[config.mk]
export PLATFORM = sky130hd
export DESIGN_NAME = mem_bus_arbiter
export DESIGN_NICKNAME = d
export VERILOG_FILES = /design/src/rtl/mem_bus_arbiter.sv
export SDC_FILE = /design/constraint.sdc
export NUM_CORES = 1
export LEC_CHECK = 0
export ABC_AREA = 1
export BUFFER_PORTS_ARGS = -buffer_cell sky130_fd_sc_hd__clkbuf_2
export CORE_ASPECT_RATIO = 1.75
export CORE_MARGIN = 2
export CORE_UTILIZATION = 39
export DETAILED_ROUTE_END_ITERATION = 10
export GPL_ROUTABILITY_DRIVEN = 0
export PLACE_DENSITY = 0.7
export SETUP_SLACK_MARGIN = 0.2
export SLEW_MARGIN = 20
export SYNTH_ARGS = -nofsm -noshare
export SYNTH_HDL_FRONTEND = slang
export SYNTH_SLANG_ARGS = --single-unit
[constraint.sdc]
create_clock -name clk -period 2.8 [get_ports clk]
set_input_delay 0.7 -clock clk [delete_from_list [all_inputs] [get_ports clk]]
set_output_delay 0.7 -clock clk [all_outputs]
set_load 0.02 [all_outputs]
[src/rtl/mem_bus_arbiter.sv]
// Two-master arbiter for the shared memory bus: round-robin with a master-1 burst lock,
// one single-byte transfer per ACCESS/RESP pair, and ROM write protection for master 0.
`timescale 1ns/1ps
module mem_bus_arbiter #(
  parameter int                ADDR_W    = 16,
  parameter int                DATA_W    = 8,
  parameter logic [ADDR_W-1:0] ROM_LIMIT = 16'h0100
) (
  input  logic              clk,
  input  logic              reset,
  input  logic              m0_req,
  input  logic              m0_we,
  input  logic [ADDR_W-1:0] m0_addr,
  input  logic [DATA_W-1:0] m0_wdata,
  output logic              m0_ack,
  output logic [DATA_W-1:0] m0_rdata,
  output logic              m0_err,
  input  logic              m1_req,
  input  logic              m1_we,
  input  logic [ADDR_W-1:0] m1_addr,
  input  logic [DATA_W-1:0] m1_wdata,
  output logic              m1_ack,
  output logic [DATA_W-1:0] m1_rdata,
  input  logic              m1_lock,
  output logic [ADDR_W-1:0] mem_addr,
  output logic [DATA_W-1:0] mem_wdata,
  output logic              mem_rd,
  output logic              mem_wr,
  input  logic [DATA_W-1:0] mem_rdata,
  output logic              busy
);

  typedef enum logic [1:0] {
    S_IDLE   = 2'd0,
    S_ACCESS = 2'd1,
    S_RESP   = 2'd2
  } state_t;

  state_t state;
  logic   owner;
  logic   cur_we;
  logic   cur_blk;
  logic   last_served;
  logic   lock_own;

  logic              arb_edge;
  logic              any_req;
  logic              grant_m1;
  logic              g_we;
  logic              g_blk;
  logic [ADDR_W-1:0] g_addr;
  logic [DATA_W-1:0] g_wdata;
  logic              lock_nxt;

  // A held lock beats round robin; otherwise a tie goes to whoever was not served last.
  function automatic logic pick_m1(input logic r0, input logic r1,
                                   input logic lock, input logic last);
    if (lock && r1)
      return 1'b1;
    if (r0 && r1)
      return ~last;
    return r1;
  endfunction

  function automatic logic rom_blocked(input logic we, input logic [ADDR_W-1:0] addr);
    return we && (addr < ROM_LIMIT);
  endfunction

  always_comb begin
    arb_edge = (state != S_ACCESS);
    any_req  = m0_req | m1_req;
    grant_m1 = pick_m1(m0_req, m1_req, lock_own, last_served);
    g_we     = grant_m1 ? m1_we    : m0_we;
    g_addr   = grant_m1 ? m1_addr  : m0_addr;
    g_wdata  = grant_m1 ? m1_wdata : m0_wdata;
    g_blk    = ~grant_m1 & rom_blocked(m0_we, m0_addr);

    lock_nxt = lock_own;
    if (arb_edge && any_req && grant_m1 && m1_lock)
      lock_nxt = 1'b1;
    else if (!m1_lock)
      lock_nxt = 1'b0;
    else if (arb_edge && !any_req)
      lock_nxt = 1'b0;
  end

  always_ff @(posedge clk or negedge reset) begin
    if (!reset) begin
      state       <= S_IDLE;
      owner       <= 1'b0;
      cur_we      <= 1'b0;
      cur_blk     <= 1'b0;
      last_served <= 1'b1;
      lock_own    <= 1'b0;
      mem_addr    <= '0;
      mem_wdata   <= '0;
      mem_rd      <= 1'b0;
      mem_wr      <= 1'b0;
      m0_ack      <= 1'b0;
      m0_err      <= 1'b0;
      m1_ack      <= 1'b0;
      m0_rdata    <= '0;
      m1_rdata    <= '0;
      busy        <= 1'b0;
    end else begin
      m0_ack   <= 1'b0;
      m1_ack   <= 1'b0;
      m0_err   <= 1'b0;
      mem_rd   <= 1'b0;
      mem_wr   <= 1'b0;
      lock_own <= lock_nxt;
      case (state)
        S_ACCESS: begin
          // Access ends: capture read data and raise the owner's completion pulse.
          state <= S_RESP;
          if (!cur_we) begin
            if (owner)
              m1_rdata <= mem_rdata;
            else
              m0_rdata <= mem_rdata;
          end
          m0_ack <= ~owner;
          m1_ack <= owner;
          m0_err <= ~owner & cur_blk;
        end
        default: begin
          // IDLE or RESP: arbitrate and launch the next access, or fall back to idle.
          if (any_req) begin
            state       <= S_ACCESS;
            busy        <= 1'b1;
            owner       <= grant_m1;
            last_served <= grant_m1;
            cur_we      <= g_we;
            cur_blk     <= g_blk;
            mem_addr    <= g_addr;
            mem_wdata   <= g_wdata;
            mem_rd      <= ~g_we;
            mem_wr      <= g_we & ~g_blk;
          end else begin
            state <= S_IDLE;
            busy  <= 1'b0;
          end
        end
      endcase
    end
  end

endmodule

==> results.cfg <==
[power]
leakagePower_nw = 1.824
p_seq_share_pct = 40.7
power_mw = 3.182
p_per_area_mw_per_mm2 = 1033
p_clk_share_pct = 16.3
net-switching-power_mw = 1.377
swShare_pct = 43.27
ir_drop_mv = 0.5340
combPwrFrac_pct = 43.0
power.internal_mw = 1.805

[synth]
yosysSeqAreaShare_pct = 55.20
synth_seq_cells = 53
syn-cell-area_mm2 = 0.002405
synthXorXnorAreaFrac_pct = 0
synth-compound-area-share_pct = 3.850
syn_nets = 362
synthMuxAreaShare_pct = 0
synth_top_family_by_area = simple AND/OR/NAND/NOR gates
synth-simple-area-share_pct = 34.34
yosysWarnings = 0
postSynthAreaPerCell_um2 = 8.043
synthCells = 299
synth_fa_ha_area_share_pct = 0
ys_types = 17

[place]
dp_worst_setup_slack_ns = 0.9045
post-dp-hpwl_um = 4218
place.port_buffers = 108
place_area_mm2 = 0.002967
place_inst = 474

[cells_and_area]
insertedDiodeCount = 0
fin_area_mm2 = 0.003079
fin_util_pct = 51.96
drive_gt1_share_pct = 31.44
final_cells = 482
area_delta_synth_final_pct = 28.04
finalNetCount = 466
nFillCells = 654

[timing]
fmax_ghz = 0.6214
worst_slack_ns = 1.191
grt_setup_unrepaired = false
fin_worst_skew_ns = 0.01440
period_share_pct = 57.47
tns_ns = 0
worstMarginPinSlew_ns = 0.8481
slew_viol_final = 0
whs_ns = 0.4706
hold_viol = 0
slew_headroom_pct = 43.46
period_needed_ns = 1.609
setup-violations-final = 0

[outcome]
status = finished clean

[clock_tree]
post_cts_resized = 0
clock_path_buffers = 2
cts-hold-fix-buffers = 0
htreeDepth = 2
numCtsBuffers = 5
cts_tree = yes
postCtsSetupRepairBufs = 0
cts.clk_slew.worst_paths_ns = 0.10
clk_latency_ns = 0.31
cts_sinks = 53
root_buffer = clkbuf_8

[global_routing]
grt_antenna_before_repair = 0
overflow = 0
grt_start_max_net_pins = 36
grt_pass1_vias = 2131
grt_pass1_wl_um = 9411
grt_util_all_layers_pct = 17.37

[routing]
antenna_left = 0
drt_pre_antenna_iters = 6
wire_per_inst_um = 11.60
drt-total-wl_um = 5593
drc_errors = 0
post_drt_via_cell_ratio = 4.651
drtIter0Drc = 48
vias = 2242

[floorplanning]
io_pins = 109
chipWidth_um = 63.36
num_rows = 37
dieArea_mm2 = 0.006835
coreArea_mm2 = 0.005926
start_util_pct = 40.58
dieHeight_um = 107.9

[worst_hold_path]
hp-class = reg -> reg

[critical_path]
worstPathRequired_ns = 3.04
cp_data_arrival_time_ns = 1.85
cp_max_fo = 27
startpoint_type = flip-flop
endpoint_kind = flip-flop
worstSetupPathType = reg -> reg

[job]
drv_cap = 0
[synthesized netlist by cell type]
cell type / number / area (um^2)
nand3_1: 26 / 130.1
buf_1: 1 / 3.750
inv_2: 1 / 3.750
nand4_1: 1 / 6.260
nand2_4: 1 / 11.26
buf_4: 3 / 22.52
nand2_1: 154 / 578.1
nor2_4: 3 / 33.78
a21boi_1: 1 / 7.510
dfrtp_1: 52 / 1301
dfstp_2: 1 / 26.28
o21ai_0: 17 / 85.08
buf_2: 7 / 35.03
nand3_4: 1 / 17.52
nor2_1: 13 / 48.80
buf_6: 4 / 45.04
inv_1: 13 / 48.80
[placed cells by master, fill, tap and decap left out, drive strengths merged]
cell type	netlist	layout
o21ai	17	17
a21boi	1	1
buf	15	4
clkinv	0	1
dfstp	1	1
nand3	27	27
nand2	155	155
nand4	1	1
inv	14	15
dfrtp	52	52
clkbuf	0	113
bufinv	0	1
nor2	16	16
[cell families after synthesis]
group	count (synthesis)
buffers and inverters	29
flip-flops	53
AO/OA/AOI/OAI	18
AND/OR/NAND/NOR	199
[registers in the layout (all words and copies together), names as in the netlist, 2 cells and up]
name	flops
mem_addr	16
m0_rdata	8
m1_rdata	8
mem_wdata	8
state	2
[final cells by class]
type,instances,area [um^2],share of cell area (%)
clock buffers,5,68.82,2.235
clock inverters,3,43.79,1.422
inverters,14,52.55,1.707
multi-input cells,217,918.4,29.83
flip-flops and latches,53,1328,43.11
well taps,78,97.59,3.169
repair buffers,112,570.5,18.53
[layer usage]
metal / GRT usage [%] / up-vias / share of wire [%]
met3: 5.021 / 9 / 8.7
met2: 30.53 / 98 / 50
met5: 0 / - / 0
li1: - / 1122 / -
met4: 5.435 / 0 / 1.7
met1: 20.15 / 1013 / 40
[final timing paths]
path	startpoint	end	slack, ns	cells past startpoint
min reg2reg	owner	m0_ack	0.47	1
min in group asynchronous	reset	mem_wdata[6]	0.48	1
max in group asynchronous	reset	m0_rdata[6]	1.63	2
max	last_served	mem_wr	1.19	6
max reg2reg	last_served	mem_wr	1.19	6
min	owner	m0_ack	0.47	1
[power groups by stage]
stage | registers [mW] | logic [mW] | clock network (mW)
global placement | 1.30 | 1.36 | 0
global route | 1.34 | 1.53 | 0.576
floorplan | 1.67 | 0.560 | 0
CTS | 1.30 | 1.39 | 0.534
detailed placement | 1.30 | 1.39 | 0
finish | 1.29 | 1.37 | 0.520
[worst max-delay path: stages, from the launching register on]
cell     delay, ns
dfstp_2       0.57
nand3_4       0.27
nand2_4       0.34
nand2_1       0.11
nand2_1       0.09
nand2_1       0.07
nor2_1        0.09
No activity file was read; power rests on OpenSTA's default activity.
